`src/rtl/mem_access_stage.sv`:
```
// M-stage load/store controller: issues one req/ack bus access per memory instruction,
// stalls the pipe while it is in flight, and bounds it with a timeout. Optional macro: BYTE_ACCESS_EN.
module mem_access_stage #(
  parameter int TIMEOUT_CYCLES = 16  // must be >= 1
) (
  input  logic        clk,
  input  logic        reset,
  input  logic        ValidM,
  input  logic        MemToRegM,
  input  logic        MemWriteM,
  input  logic        ByteM,
  input  logic [31:0] ALUOutM,
  input  logic [31:0] WriteDataM,
  output logic        bus_req,
  output logic        bus_we,
  output logic [31:0] bus_addr,
  output logic [31:0] bus_wdata,
  output logic [3:0]  bus_be,
  input  logic [31:0] bus_rdata,
  input  logic        bus_ack,
  output logic [31:0] RD,
  output logic        StallM,
  output logic        BubbleM,
  output logic        ErrM
);

  localparam int CNT_W = $clog2(TIMEOUT_CYCLES + 1);
  localparam logic [CNT_W-1:0] CNT_LAST = CNT_W'(TIMEOUT_CYCLES - 1);

  typedef enum logic [1:0] {
    IDLE = 2'd0,
    REQ  = 2'd1,
    DONE = 2'd2
  } state_t;

  state_t             state_q, state_d;
  logic               bus_req_q, bus_req_d;
  logic               bus_we_q, bus_we_d;
  logic [31:0]        bus_addr_q, bus_addr_d;
  logic [31:0]        bus_wdata_q, bus_wdata_d;
  logic [3:0]         bus_be_q, bus_be_d;
  logic [31:0]        rd_q, rd_d;
  logic               err_q, err_d;
  logic               load_q, load_d;
  logic [CNT_W-1:0]   cnt_q, cnt_d;

  logic               acc;
  logic [31:0]        issue_addr;
  logic [31:0]        issue_wdata;
  logic [3:0]         issue_be;
  logic [31:0]        load_data;

  assign acc = ValidM & (MemToRegM | MemWriteM);

`ifdef BYTE_ACCESS_EN
  logic byte_q, byte_d;

  // Byte lanes follow the low address bits; store data is replicated to every lane.
  assign issue_addr  = ByteM ? ALUOutM : {ALUOutM[31:2], 2'b00};
  assign issue_be    = ByteM ? (4'b0001 << ALUOutM[1:0]) : 4'hF;
  assign issue_wdata = ByteM ? {4{WriteDataM[7:0]}} : WriteDataM;
  assign load_data   = byte_q ? {24'b0, bus_rdata[{bus_addr_q[1:0], 3'b000} +: 8]} : bus_rdata;
`else
  logic unused_byte;

  assign issue_addr  = {ALUOutM[31:2], 2'b00};
  assign issue_be    = 4'hF;
  assign issue_wdata = WriteDataM;
  assign load_data   = bus_rdata;
  assign unused_byte = ^{ByteM, ALUOutM[1:0]};
`endif

  always_comb begin
    state_d     = state_q;
    bus_req_d   = bus_req_q;
    bus_we_d    = bus_we_q;
    bus_addr_d  = bus_addr_q;
    bus_wdata_d = bus_wdata_q;
    bus_be_d    = bus_be_q;
    rd_d        = rd_q;
    err_d       = err_q;
    load_d      = load_q;
    cnt_d       = cnt_q;
`ifdef BYTE_ACCESS_EN
    byte_d      = byte_q;
`endif

    case (state_q)
      IDLE: begin
        bus_req_d = 1'b0;
        rd_d      = 32'b0;
        if (acc) begin
          bus_addr_d  = issue_addr;
          bus_we_d    = MemWriteM;
          bus_wdata_d = issue_wdata;
          bus_be_d    = issue_be;
          // A store that also claims MemToReg is still a store.
          load_d      = ~MemWriteM;
          cnt_d       = '0;
          bus_req_d   = 1'b1;
          state_d     = REQ;
`ifdef BYTE_ACCESS_EN
          byte_d      = ByteM;
`endif
        end
      end

      REQ: begin
        if (bus_ack) begin
          rd_d      = load_q ? load_data : 32'b0;
          bus_req_d = 1'b0;
          state_d   = DONE;
        end else if (cnt_q == CNT_LAST) begin
          err_d     = 1'b1;
          rd_d      = 32'b0;
          bus_req_d = 1'b0;
          state_d   = DONE;
        end else begin
          cnt_d = cnt_q + CNT_W'(1);
        end
      end

      DONE: begin
        bus_req_d = 1'b0;
        rd_d      = 32'b0;
        state_d   = IDLE;
      end

      default: begin
        bus_req_d = 1'b0;
        rd_d      = 32'b0;
        state_d   = IDLE;
      end
    endcase
  end

  always_ff @(posedge clk) begin
    if (reset) begin
      state_q     <= IDLE;
      bus_req_q   <= 1'b0;
      bus_we_q    <= 1'b0;
      bus_addr_q  <= 32'b0;
      bus_wdata_q <= 32'b0;
      bus_be_q    <= 4'b0;
      rd_q        <= 32'b0;
      err_q       <= 1'b0;
      load_q      <= 1'b0;
      cnt_q       <= '0;
`ifdef BYTE_ACCESS_EN
      byte_q      <= 1'b0;
`endif
    end else begin
      state_q     <= state_d;
      bus_req_q   <= bus_req_d;
      bus_we_q    <= bus_we_d;
      bus_addr_q  <= bus_addr_d;
      bus_wdata_q <= bus_wdata_d;
      bus_be_q    <= bus_be_d;
      rd_q        <= rd_d;
      err_q       <= err_d;
      load_q      <= load_d;
      cnt_q       <= cnt_d;
`ifdef BYTE_ACCESS_EN
      byte_q      <= byte_d;
`endif
    end
  end

  assign bus_req   = bus_req_q;
  assign bus_we    = bus_we_q;
  assign bus_addr  = bus_addr_q;
  assign bus_wdata = bus_wdata_q;
  assign bus_be    = bus_be_q;
  assign RD        = rd_q;
  assign ErrM      = err_q;
  // The issuing IDLE cycle stalls too, so the instruction stays put until DONE.
  assign StallM    = ((state_q == IDLE) & acc) | (state_q == REQ);
  assign BubbleM   = StallM;

endmodule

```
`config.mk`:
```
export PLATFORM = sky130hd
export DESIGN_NAME = mem_access_stage
export DESIGN_NICKNAME = d
export VERILOG_FILES = /design/src/rtl/mem_access_stage.sv
export SDC_FILE = /design/constraint.sdc
export NUM_CORES = 1
export LEC_CHECK = 0
export CORE_UTILIZATION = 36
export DETAILED_ROUTE_END_ITERATION = 8
export PLACE_DENSITY_LB_ADDON = 0.2
export RECOVER_POWER = 25
export SLEW_MARGIN = 20
export SYNTH_ARGS = -nofsm -noshare
export SYNTH_HDL_FRONTEND = slang
export SYNTH_SLANG_ARGS = --single-unit
```
`constraint.sdc`:
```
create_clock -name clk -period 1.76 [get_ports clk]
set_clock_uncertainty 0.05 [all_clocks]
set_input_delay 0.264 -clock clk [delete_from_list [all_inputs] [get_ports clk]]
set_output_delay 0.264 -clock clk [all_outputs]
set_load 0.03 [all_outputs]
```
==> impl_results.md <==
* Outcome: finished with violations
* Violated checks: setup timing
* Hold_ws at 0.342 ns
* Max Root-Sink Buffers at 2
* Slowest cell delay on critical path at 0.53 ns
* Power per cell area at around 780 nW/um^2
* Most common cell after layout, fill and taps aside: clkdlybuf4s50_1
* Detailed Routing Iterations Pass 1 at 4
* Synth cell types at 33
* Hold_buf cts at 0
* Port-buffer cells at about 200
* Via density at just over 5
* Via Count at just over 4000
* Initial Utilization at about 37%
* Die Y at roughly 110 microns
* Worst vdd ir at roughly 0.47 mV
* HP Class: in2reg
* Die Width at about 110 microns
* Overflow after GRT at 0
* Worst path required time at roughly 1.9 ns
* Final min period at roughly 1.8 ns
* Cell area after layout at 6510 sq um
* CP Data Arrival Time at just under 2 ns
* Leakage power at around 2.2 nW
* H-Tree Depth at 3
* Routed wire per std cell at 15.3 microns
* Die Area at between 10000 and 15000 sq um
* CP bufs+invs at 0
* FFs w/ async S/R, synth at 0%
* Largest net degree at the start of global routing at 74
* Post-DP HPWL at 7960 microns
* Nets at about 760
* Most frequent cells in the layout: 171 x clkdlybuf4s50_1, 103 x dfxtp_1, 67 x a21oi_1, 64 x nand3_1, 64 x o21ai_0
* Post-synth EDFFs at 0
* Share of layout cells above drive strength 1 at around an eighth
* Clock root buffer: clkbuf_8
* CP Class: reg2reg
* Critical path, cell by cell: ha_4 -> and3_4 -> ha_4 -> or4b_4 -> o21ai_2 -> a311oi_1
* CP max stage cell: or4b_4
* Antenna cells at 0
* Global-route wire length before repair at 18300 microns
* Yosys warns at 0
* Post-DP Area at around 6200 sq um
* Worst setup margin at -0.000240 ns
* DRC at 0
* GRT Total Usage at about a fifth
* Family with the most delay on the worst path: simple AND/OR/NAND/NOR gates
* Crit Path Max Fanout at 4
* Synthesized flop and latch total at 106
* CTS tree: built
* Syn Area/Cell at between 8 and 9 sq um
* Row cnt at 38
* Startpoint Class: flip-flop
* Routed WL at ~12000 microns
* Clock sink count at 106
* Ys flop type: dfxtp_1
* Core Region at ~11000 sq um
* Most used cell, CP: ha_4
* Area Overhead vs Synth at 62.2%
* Clock insertion delay at the later pin of the skew report at around 0.35 ns
* Sequential-to-total area share from yosys stat at between 50% and 60%
* Final ANT Viol Nets at 0
* Clock-pin slew on the worst setup and hold paths at roughly 0.090 ns
* Max Cap Violations at 0
* Endpoints failing hold at 0
* Placer congestion estimate at around 0.76
* CTS Buf Count at 9
* Initial antenna violation count at 0
* Setup violators final at 1
* Post-synthesis instance total at 460
* Final Max Slew Viols at 0
* Fin crit share at 100%
* Vias in the first global route at 3794
* Max Clk Rate at around 570 MHz
* IO Pins at 208
* Area of the mapped netlist at roughly 4000 sq um
* R2r setup slk at -0.0002 ns
* Crit. End Element: flip-flop
* RSZ-0062 raised after global routing: true
* Post-Layout Cell Count at between 700 and 800
* Iteration-0 DRC Markers at between 200 and 300
* Placed cell count at between 700 and 800
-- cells in the mapped netlist (2+ instances only) --
library cell  instances  area (sq um)
buf_4                 8          60.1
o211ai_1              3          22.5
ha_1                  2          25.0
nand3b_1              2          15.0
dfxtp_1             106          2120
nand2_1               2          7.51
o21ai_0              65           325
nor2_1               41           154
a31oi_1               2          12.5
a21oi_1              67           335
buf_6                 5          56.3
clkbuf_1             35           131
nand3_1              64           320
a22oi_1              33           248
buf_2                 6          30.0
inv_1                 2          7.51
-- routing by layer --
| layer | vias up | routed length (microns) | track usage [%] |
|---|---|---|---|
| met2 | 141 | 5990 | 33.3 |
| met3 | 12 | 979 | 6.96 |
| met4 | 0 | 127 | 5.77 |
| met5 | - | 0 | 0 |
| met1 | 1938 | 5080 | 23.4 |
| li1 | 2010 | - | - |
-- final cells by class --
cell class	count	area (sq um)
multi-input cells	299	1770
clock inverters	4	53.8
repair buffers	234	2250
flip-flops and latches	106	2130
inverters	2	7.51
clock buffers	11	131
well taps	140	175
fillers	961	4330
-- worst reg2reg max path, cell delays in order, from the launching register on --
cell,delay [ns]
dfxtp_2,0.35
ha_4,0.16
and3_4,0.18
ha_4,0.17
or4b_4,0.53
o21ai_2,0.10
a311oi_1,0.10
-- where the power goes --
part / switching (W) / internal [W] / leakage, nW
Sequential: 0.0000503 / 0.00250 / 0.865
Clock: 0.000796 / 0.000655 / 0.0856
Combinational: 0.000592 / 0.000519 / 1.28
Total: 0.00144 / 0.00367 / 2.23
-- metrics by stage --
stage               setup TNS, ns  utilization (%)  power, W  setup slack (ns)
floorplan                       0                -   0.00315            0.0122
global placement         -0.00271             57.5   0.00367          -0.00271
detailed placement        -0.0815             57.5   0.00369           -0.0310
CTS                       -0.0873             59.5   0.00514           -0.0434
global route               -0.182             60.0   0.00537           -0.0498
finish                  -0.000240             60.0   0.00511         -0.000240
-- registers in the layout, indices dropped and copies added, names as in the netlist --
register	count
bus_wdata	32
bus_addr	30
cnt_q	5
RD	32
ErrM	1
bus_be	1
bus_we	1
load_q	1
state_q	2
bus_req	1
-- path summary, 6_finish.rpt --
kind,end,cells past startpoint,startpoint
max,cnt_q[3]$_SDFFE_PP0P_,6,cnt_q[0]$_SDFFE_PP0P_
min,cnt_q[0]$_SDFFE_PP0P_,4,reset
max reg2reg,cnt_q[3]$_SDFFE_PP0P_,6,cnt_q[0]$_SDFFE_PP0P_
min reg2reg,bus_addr[15]$_SDFFE_PP0P_,2,bus_addr[15]$_SDFFE_PP0P_
-- timing repair --
item,in CTS,in global routing
cloned,0,4
buffers inserted,2,2
gates resized for setup,9,45
pin swaps,6,11
setup endpoints to repair,10,53
-- cell families after synthesis --
family                     after synthesis  share of synthesized area, %
AOI/OAI and AO/OA                      176                          24.8
buffers and inverters                   56                          7.11
and+or+nand+nor                        119                          14.6
DFF                                    106                          52.9
other                                    1                        0.0934
adders and majority gates                2                         0.623
Power figures use the tool's default switching activity.
